### src/rtl/divide_pkg.sv
// Shared types and helpers for the iterative signed fixed-point divider.
//   state_t  : controller states (IDLE, CALC, FIX, WRITE)
//   FLAG_SAT : flags bit set when the result was clamped
//   FLAG_DBZ : flags bit set when the divisor was zero
//   n_iter() : number of CALC cycles for a given width / radix
package divide_pkg;

  typedef enum logic [1:0] {
    IDLE  = 2'd0,
    CALC  = 2'd1,
    FIX   = 2'd2,
    WRITE = 2'd3
  } state_t;

  localparam int FLAG_SAT = 0;
  localparam int FLAG_DBZ = 1;

  // ceil((d + q) / b): the shifted numerator is d+q bits wide and each
  // CALC cycle retires b quotient bits.
  function automatic int n_iter(input int d, input int q, input int b);
    return (d + q + b - 1) / b;
  endfunction

endpackage

### src/rtl/divide_stage.sv
// One combinational restoring-division step.
//   rem_in  : partial remainder entering the step (D_BITS+1 bits)
//   quo_in  : numerator/quotient shift register; its MSB is the next
//             numerator bit, the resolved quotient bit enters at the LSB
//   divisor : divisor magnitude
//   rem_out : partial remainder after the trial subtraction
//   quo_out : shift register advanced by one bit
module divide_stage #(
  parameter int D_BITS = 32,
  parameter int W      = 42
) (
  input  logic [D_BITS:0]   rem_in,
  input  logic [W-1:0]      quo_in,
  input  logic [D_BITS-1:0] divisor,
  output logic [D_BITS:0]   rem_out,
  output logic [W-1:0]      quo_out
);

  logic [D_BITS+1:0] trial;
  logic              ge;

  always_comb begin
    trial = {rem_in, quo_in[W-1]};
    ge    = trial >= {2'b00, divisor};
    if (ge) begin
      rem_out = (D_BITS+1)'(trial - {2'b00, divisor});
    end else begin
      rem_out = (D_BITS+1)'(trial);
    end
    quo_out = {quo_in[W-2:0], ge};
  end

endmodule

### src/rtl/divide_iter.sv
// Iterative signed fixed-point divider: quotient = (dividend << Q_BITS) / divisor.
// Pops operands from a show-ahead input FIFO, pushes the result plus status
// flags to an output FIFO. Latency is fixed at N_ITER+2 cycles from pop to
// push regardless of operand values (divide-by-zero still runs CALC).
//
// Ports:
//   clock      : rising-edge clock
//   reset      : asynchronous active-low reset
//   dividend   : signed operand, valid while in_empty=0
//   divisor    : signed operand, valid while in_empty=0
//   in_empty   : input FIFO empty
//   in_rd_en   : input FIFO pop; operands are captured in this cycle
//   quotient   : signed fixed-point result, held until pushed
//   flags      : [FLAG_SAT] clamped result, [FLAG_DBZ] divisor was zero
//   out_wr_en  : output FIFO push
//   out_full   : output FIFO full
//
// Build option: define DIVIDE_ROUND_EN to round half away from zero;
// otherwise the result is truncated toward zero.
//
// state | meaning
// IDLE  | wait for operands, pop and capture magnitudes/sign
// CALC  | restoring division, BITS_PER_CYCLE quotient bits per cycle
// FIX   | round, apply sign, saturate or substitute DBZ result
// WRITE | present result until the output FIFO accepts it
module divide_iter
  import divide_pkg::*;
#(
  parameter int Q_BITS         = 10,
  parameter int D_BITS         = 32,
  parameter int BITS_PER_CYCLE = 1
) (
  input  logic              clock,
  input  logic              reset,
  input  logic [D_BITS-1:0] dividend,
  input  logic [D_BITS-1:0] divisor,
  input  logic              in_empty,
  output logic              in_rd_en,
  output logic [D_BITS-1:0] quotient,
  output logic [1:0]        flags,
  output logic              out_wr_en,
  input  logic              out_full
);

  localparam int N_ITER = n_iter(D_BITS, Q_BITS, BITS_PER_CYCLE);
  localparam int NUM_W  = N_ITER * BITS_PER_CYCLE;
  localparam int ITER_W = $clog2(N_ITER + 1);

  localparam logic [D_BITS-1:0] QUO_MAX = {1'b0, {(D_BITS-1){1'b1}}};
  localparam logic [D_BITS-1:0] QUO_MIN = {1'b1, {(D_BITS-1){1'b0}}};
  localparam logic [NUM_W:0] MAG_MAX_POS = {{(NUM_W-D_BITS+2){1'b0}}, {(D_BITS-1){1'b1}}};
  localparam logic [NUM_W:0] MAG_MAX_NEG = MAG_MAX_POS + 1'b1;

  state_t              state, next_state;
  logic [ITER_W-1:0]   iter;
  logic                sign_q;
  logic                dbz;
  logic [D_BITS-1:0]   div_mag;
  logic [D_BITS:0]     rem;
  logic [NUM_W-1:0]    qr;

  logic [D_BITS-1:0]   abs_dividend;
  logic [D_BITS-1:0]   abs_divisor;
  logic [NUM_W:0]      mag_rnd;
  logic [D_BITS-1:0]   mag_lo;
  logic [D_BITS-1:0]   fix_quo;
  logic [1:0]          fix_flags;

  // Restoring step chain: BITS_PER_CYCLE steps evaluated per CALC cycle.
  logic [D_BITS:0]  rem_chain [0:BITS_PER_CYCLE];
  logic [NUM_W-1:0] qr_chain  [0:BITS_PER_CYCLE];

  assign rem_chain[0] = rem;
  assign qr_chain[0]  = qr;

  for (genvar g = 0; g < BITS_PER_CYCLE; g++) begin : g_stage
    divide_stage #(
      .D_BITS (D_BITS),
      .W      (NUM_W)
    ) u_stage (
      .rem_in  (rem_chain[g]),
      .quo_in  (qr_chain[g]),
      .divisor (div_mag),
      .rem_out (rem_chain[g+1]),
      .quo_out (qr_chain[g+1])
    );
  end

  // The most negative operand maps to 2^(D_BITS-1), which still fits unsigned.
  assign abs_dividend = dividend[D_BITS-1] ? -dividend : dividend;
  assign abs_divisor  = divisor[D_BITS-1]  ? -divisor  : divisor;

`ifdef DIVIDE_ROUND_EN
  logic round_up;
  assign round_up = {rem, 1'b0} >= {2'b00, div_mag};
  assign mag_rnd  = {1'b0, qr} + {{NUM_W{1'b0}}, round_up};
`else
  assign mag_rnd  = {1'b0, qr};
`endif

  assign mag_lo = mag_rnd[D_BITS-1:0];

  always_comb begin
    fix_quo   = sign_q ? -mag_lo : mag_lo;
    fix_flags = '0;
    if (dbz) begin
      // Divisor is zero here, so sign_q is the dividend's sign.
      fix_quo             = sign_q ? QUO_MIN : QUO_MAX;
      fix_flags[FLAG_DBZ] = 1'b1;
    end else if (!sign_q && (mag_rnd > MAG_MAX_POS)) begin
      fix_quo             = QUO_MAX;
      fix_flags[FLAG_SAT] = 1'b1;
    end else if (sign_q && (mag_rnd > MAG_MAX_NEG)) begin
      fix_quo             = QUO_MIN;
      fix_flags[FLAG_SAT] = 1'b1;
    end
  end

  always_ff @(posedge clock or negedge reset) begin
    if (!reset) begin
      state <= IDLE;
    end else begin
      state <= next_state;
    end
  end

  // Handshake outputs are gated by reset so nothing pops or pushes while held.
  always_comb begin
    next_state = state;
    in_rd_en   = 1'b0;
    out_wr_en  = 1'b0;
    case (state)
      IDLE: begin
        in_rd_en = reset & ~in_empty;
        if (!in_empty) next_state = CALC;
      end
      CALC: begin
        if (iter == ITER_W'(1)) next_state = FIX;
      end
      FIX: begin
        next_state = WRITE;
      end
      WRITE: begin
        out_wr_en = reset & ~out_full;
        if (!out_full) next_state = IDLE;
      end
      default: next_state = IDLE;
    endcase
  end

  always_ff @(posedge clock or negedge reset) begin
    if (!reset) begin
      iter     <= '0;
      sign_q   <= 1'b0;
      dbz      <= 1'b0;
      div_mag  <= '0;
      rem      <= '0;
      qr       <= '0;
      quotient <= '0;
      flags    <= '0;
    end else begin
      case (state)
        IDLE: begin
          if (in_rd_en) begin
            sign_q  <= dividend[D_BITS-1] ^ divisor[D_BITS-1];
            dbz     <= (divisor == '0);
            div_mag <= abs_divisor;
            rem     <= '0;
            qr      <= NUM_W'({abs_dividend, {Q_BITS{1'b0}}});
            iter    <= ITER_W'(N_ITER);
          end
        end
        CALC: begin
          rem  <= rem_chain[BITS_PER_CYCLE];
          qr   <= qr_chain[BITS_PER_CYCLE];
          iter <= iter - 1'b1;
        end
        FIX: begin
          quotient <= fix_quo;
          flags    <= fix_flags;
        end
        default: ;
      endcase
    end
  end

endmodule

### config.mk
export PLATFORM = sky130hd
export DESIGN_NAME = divide_iter
export DESIGN_NICKNAME = d
export VERILOG_FILES = /design/src/rtl/divide_pkg.sv /design/src/rtl/divide_stage.sv /design/src/rtl/divide_iter.sv
export SDC_FILE = /design/constraint.sdc
export NUM_CORES = 1
export LEC_CHECK = 0
export CAP_MARGIN = 20
export CORE_AREA = 2 2 131 133
export CTS_CLUSTER_SIZE = 20
export DETAILED_ROUTE_END_ITERATION = 8
export DIE_AREA = 0 0 133 135
export PLACE_DENSITY = 0.86
export SLEW_MARGIN = 0
export SYNTH_ARGS = -nofsm -noshare
export SYNTH_HDL_FRONTEND = slang
export SYNTH_SLANG_ARGS = --single-unit
### constraint.sdc
create_clock -name clock -period 6.1 [get_ports clock]
set_input_delay 0.915 -clock clock [delete_from_list [all_inputs] [get_ports clock]]
set_output_delay 0.915 -clock clock [all_outputs]
set_load 0.005 [all_outputs]
---- Yosys cells after proc, flatten, opt, wreduce, memory -nomap -nowiden ----
Cells that the tools add are included.
operators by class
  add/sub/neg operators ................... 5
  bitwise gates (word level) .............. 5
  eq/ne operators ......................... 8
  mux-type cells .......................... 24
  magnitude comparators ................... 3
  reductions and logical operators ........ 9
operators with widths
  operator                                                                count
  32-bit two-way mux                                                      7
  32-bit negator                                                          3
  42-bit one-hot mux with 2 select lines                                  1
  33-bit two-way mux                                                      2
  33-bit one-hot mux with 2 select lines                                  1
  42-bit by 31-bit > comparator with 1-bit output, second input constant  1
  42-bit by 32-bit > comparator with 1-bit output, second input constant  1
  42-bit two-way mux                                                      1
  34-bit by 32-bit greater-or-equal comparator with 1-bit output          1
  33-bit by 32-bit subtractor with 33-bit output                          1
  32-bit zero test                                                        1
  6-bit one-hot mux with 2 select lines                                   1
  2-bit != test, second input constant                                    4
  2-bit one-hot mux with 4 select lines                                   1
  6-bit by 1-bit == test with 1-bit output, second input constant         1
  1-bit two-way mux                                                       6
  2-bit two-way mux                                                       3
  6-bit two-way mux                                                       1
  6-bit by 1-bit subtractor with 6-bit output, second input constant      1
  2-bit == test, second input constant                                    2
  2-bit AND reduction                                                     2
  3-bit AND reduction                                                     1
  1-bit bitwise AND                                                       2
  2-bit by 1-bit == test with 1-bit output, second input constant         1
  6 further kinds                                                         8
word-level totals
  output and inout port bits .............. 36
  word-level logic and storage cells ...... 63
  register bits after elaboration ......... 151

---- Depth between registers and ports, before layout ----
  depth in word-level cells ............... 5
  depth in mapped cells ................... 13

---- Hierarchy ----
Synthesis repeated with hierarchy kept, for this count alone.
second synthesis, totals
  cell total of the unflattened synthesis .. 1341
  area total of the unflattened synthesis .. 10941.7 µm²
by module, submodules not included
  module        cells an instance  area each (µm²)  sequential area each (µm²)  times used
  divide_iter   953                8435.6           3778.6                      1
  divide_stage  388                2506.2           0.0                         1

---- Worst setup path before layout ----
No wires, ideal clock.
  kind .................................... in2reg
  start ................................... input port divisor[8]
  end ..................................... register div_mag[26]
  data arrival time ....................... 3174 ps
  required time ........................... 5968 ps
  stages on the path ...................... 9
  path slack .............................. 2794 ps
  setup time .............................. 132 ps
  buffers on the path ..................... 1
  cell sequence ........................... or4_4 or2_4 nand2b_4 or4_4 or3_1 buf_2 o31ai_2 xor2_1 o21ai_1
between the ends
  cells in the longest elaborated chain, start to end .. 2
RTL lines
  item                  line                RTL
  from (decl)           divide_iter.sv:36   input logic [D_BITS-1:0] divisor,
  32-bit negator        divide_iter.sv:91   assign abs_divisor = divisor[D_BITS-1] ? -divisor : divisor;
  32-bit two-way mux    divide_iter.sv:91
  to (signal assigned)  divide_iter.sv:167  div_mag <= abs_divisor;
  to (decl)             divide_iter.sv:58   logic [D_BITS-1:0] div_mag;
Every way passes these cells.
A chain may end at the register's enable or synchronous reset.

---- Worst setup path in the final report ----
  start ................................... register div_mag[15]
  end ..................................... register rem[6]
between the ends
  cells in the longest elaborated chain, start to end .. 3
RTL lines
  item                                                            line                RTL
  34-bit by 32-bit greater-or-equal comparator with 1-bit output  divide_stage.sv:24  ge = trial >= {2'b00, divisor};
  33-bit two-way mux                                              divide_stage.sv:25  if (ge) begin
  33-bit one-hot mux with 2 select lines                          divide_iter.sv:162  case (state)
  to (signal assigned)                                            divide_iter.sv:174  rem <= rem_chain[BITS_PER_CYCLE];
  to (decl)                                                       divide_iter.sv:59   logic [D_BITS:0] rem;
Every way passes these cells.

==> impl_metrics.env <==
export IMPL_end_kind="register"
export IMPL_maxCapViolCount=0
export IMPL_rr_startpoint="div_mag[15]"
export IMPL_dieArea_mm2=0.0180
export IMPL_drcViolationCount=0
export IMPL_nets=1430
export IMPL_finalMaxSlewViolations=0
export IMPL_mostFrequentLayoutCell="nand2_1"
export IMPL_fin_hold_ws_ps=390
export IMPL_fill_cells=1232
export IMPL_critPathLaunchType="register"
export IMPL_power_leakage_nw=5.20
export IMPL_grt_pass1_vias=9068
export IMPL_netlist_cell_type_count=69
export IMPL_synth_edff_count=0
export IMPL_worst_r2r_endpoint="rem[6]"
export IMPL_ys_seq_elements=151
export IMPL_rsz0062_at_grt="no"
export IMPL_die_y_um=135
export IMPL_fin_area_mm2=0.0119
export IMPL_initial_core_util_pct=62.3
export IMPL_h_tree_depth=4
export IMPL_synth_flop_cell="dfrtp_1"
export IMPL_cts_resized=0
export IMPL_post_cts_buffers=0
export IMPL_fmax_mhz=271
export IMPL_status="finished clean"
export IMPL_synth_async_reset_ratio_pct=100
export IMPL_coreArea_mm2=0.0164
export IMPL_p_per_area_mw_per_mm2=407
export IMPL_worstMarginPinSlew_ps=972
export IMPL_finalSetupTns_ps=0
export IMPL_setup_viol=0
export IMPL_wl_mm=27.0
export IMPL_io_buffer_count=103
export IMPL_cts_root_buffer="clkbuf_16"
export IMPL_synth_area_per_cell_um2=8.10
export IMPL_path_clk_slew_ps=60
export IMPL_yosysSeqAreaShare_pct=37.0
export IMPL_vdd_ir_drop_max_uv=243
export IMPL_worst_ep_arrival_time_ps=3990
export IMPL_antenna_found_initial=0
export IMPL_rows=47
export IMPL_cts_tree="done"
export IMPL_reg2reg_depth=12
export IMPL_syn_to_final_growth_pct=16.6
export IMPL_place_inst=1520
export IMPL_rrSetupSlack_ps=2410
export IMPL_grt_usage_pct=30.7
export IMPL_worst_endpoint_required_ps=6400
export IMPL_slew_limit_headroom_pct=35.0
export IMPL_via_count=9790
export IMPL_antenna_left=0
export IMPL_ys_warn_count=0
export IMPL_clock_path_buffers=2
export IMPL_grt_first_pass_wirelength_mm=44.5
export IMPL_seq_area_mm2=0.00378
export IMPL_crit_fanout=29
export IMPL_dpl_cell_area_mm2=0.0114
export IMPL_crit_type="reg2reg"
export IMPL_final_cells=1552
export IMPL_mostFrequentLayoutCells="nand2_1 (163), dfrtp_1 (151), clkdlybuf4s50_1 (102), a21oi_1 (100), o21ai_0 (98)"
export IMPL_clock_latency_ps=430
export IMPL_drive_above_1_share_pct=4.73
export IMPL_ctsHoldBuffers=0
export IMPL_grt_max_degree=76
export IMPL_final_hold_viol_count=0
export IMPL_fin_crit_sh_pct=60.6
export IMPL_vias_per_cell=6.31
export IMPL_wl_per_cell_um=17.4
export IMPL_drtIter0Drc=1010
export IMPL_place_gp_congestion=0.965
export IMPL_hpwl_mm=18.9
export IMPL_multi_input_area_mm2=0.00588
export IMPL_pin_count=104
export IMPL_die_w_um=133
export IMPL_syn_inst=1261
export IMPL_hold_class="in2async"
export IMPL_layout_min_cycle_time_ps=3690
export IMPL_clock_sinks=151
export IMPL_skew_ps=10.8
export IMPL_synth_area_mm2=0.0102
export IMPL_drt_pass1_iter_count=6
export IMPL_synth_nets=1371
export IMPL_grt_overflow=0
export IMPL_diodes=0
export IMPL_cts_buffers=17
## cells by family (layout without fill, tap and decap cells)
logic type                 Yosys count  count (layout)  share of synthesized area (%)
and+or+nand+nor                    405             405                           18.6
adders and majority gates           42              42                           5.22
muxes                               10              10                           1.03
DFF                                151             151                           37.0
AOI/OAI and AO/OA                  400             400                           24.1
xor gates and xnor gates            97              97                           8.31
buffers and inverters              156             227                           5.74
## power breakdown
| part | internal (W) | switching [W] |
|---|---|---|
| clock network | 0.000580 | 0.000402 |
| registers | 0.00133 | 0.000328 |
| logic | 0.000888 | 0.00133 |
## per-layer routing
metal	wire, µm	global-route usage [%]
met4	476	9.62
met5	0	0
met3	2440	7.96
met2	12100	47.2
met1	11900	42.7
## state kept, by name, indices dropped and copies added (netlist names)
signal / cells
qr: 42
rem: 33
state: 2
dbz: 1
quotient: 32
iter: 6
sign_q: 1
div_mag: 32
flags: 2
## synth_stat cells, types with 7 or more instances
library cell  number  area [µm²]
nand2_1          163         612
dfrtp_1          151        3780
a21oi_1          100         500
o21ai_0           99         495
nor2_1            90         338
inv_1             78         293
clkbuf_1          71         267
xor2_1            67         587
ha_1              41         513
nand3_1           39         195
o22ai_1           39         244
o21ai_1           30         150
xnor2_1           30         263
nand4_1           20         125
or4_1             17         128
o31ai_1           16         120
o41ai_1           16         140
a21o_1            15         113
nor3_1            14        70.1
or3_1             13        81.3
nor4_1            12        75.1
a31oi_1           11        68.8
a22oi_1           10        75.1
o21bai_1           7        52.6
## how the worst max path moves through the flow
stage,startpoint,end,slack [ps]
floorplan,divisor[8],div_mag[26],2790
global placement,divisor[2],div_mag[30],2210
detailed placement,divisor[2],div_mag[24],2120
CTS,div_mag[19],rem[6],2440
global route,div_mag[19],rem[6],2140
finish,div_mag[15],rem[6],2410
## critical path: stages, from the launching register on
cell and delay [ps]:
dfrtp_1 390, inv_1 70, ha_1 350, a21o_1 220
a21o_1 180, a21o_1 210, a21oi_1 230, o221ai_1 250
o31ai_4 870, buf_4 440, nor2_1 100, a21oi_1 150
o21ai_1 80
## stage by stage
step / setup WS (ps) / util, % / power (W)
floorplan: 2790 / - / 0.00305
global route: 2140 / 72.6 / 0.00517
global placement: 2210 / 69.2 / 0.00373
CTS: 2440 / 72.5 / 0.00481
detailed placement: 2120 / 69.2 / 0.00380
finish: 2410 / 72.6 / 0.00485
## final cells by class
| class | instances | area share, % |
|---|---|---|
| Clock buffer | 24 | 3.96 |
| Timing Repair Buffer | 117 | 9.61 |
| Inverter | 79 | 2.49 |
| Clock inverter | 7 | 0.598 |
| Tap cell | 220 | 2.31 |
| Multi-Input combinational cell | 954 | 49.3 |
| Sequential cell | 151 | 31.7 |
Note: power is estimated with default switching activity, not from simulation.
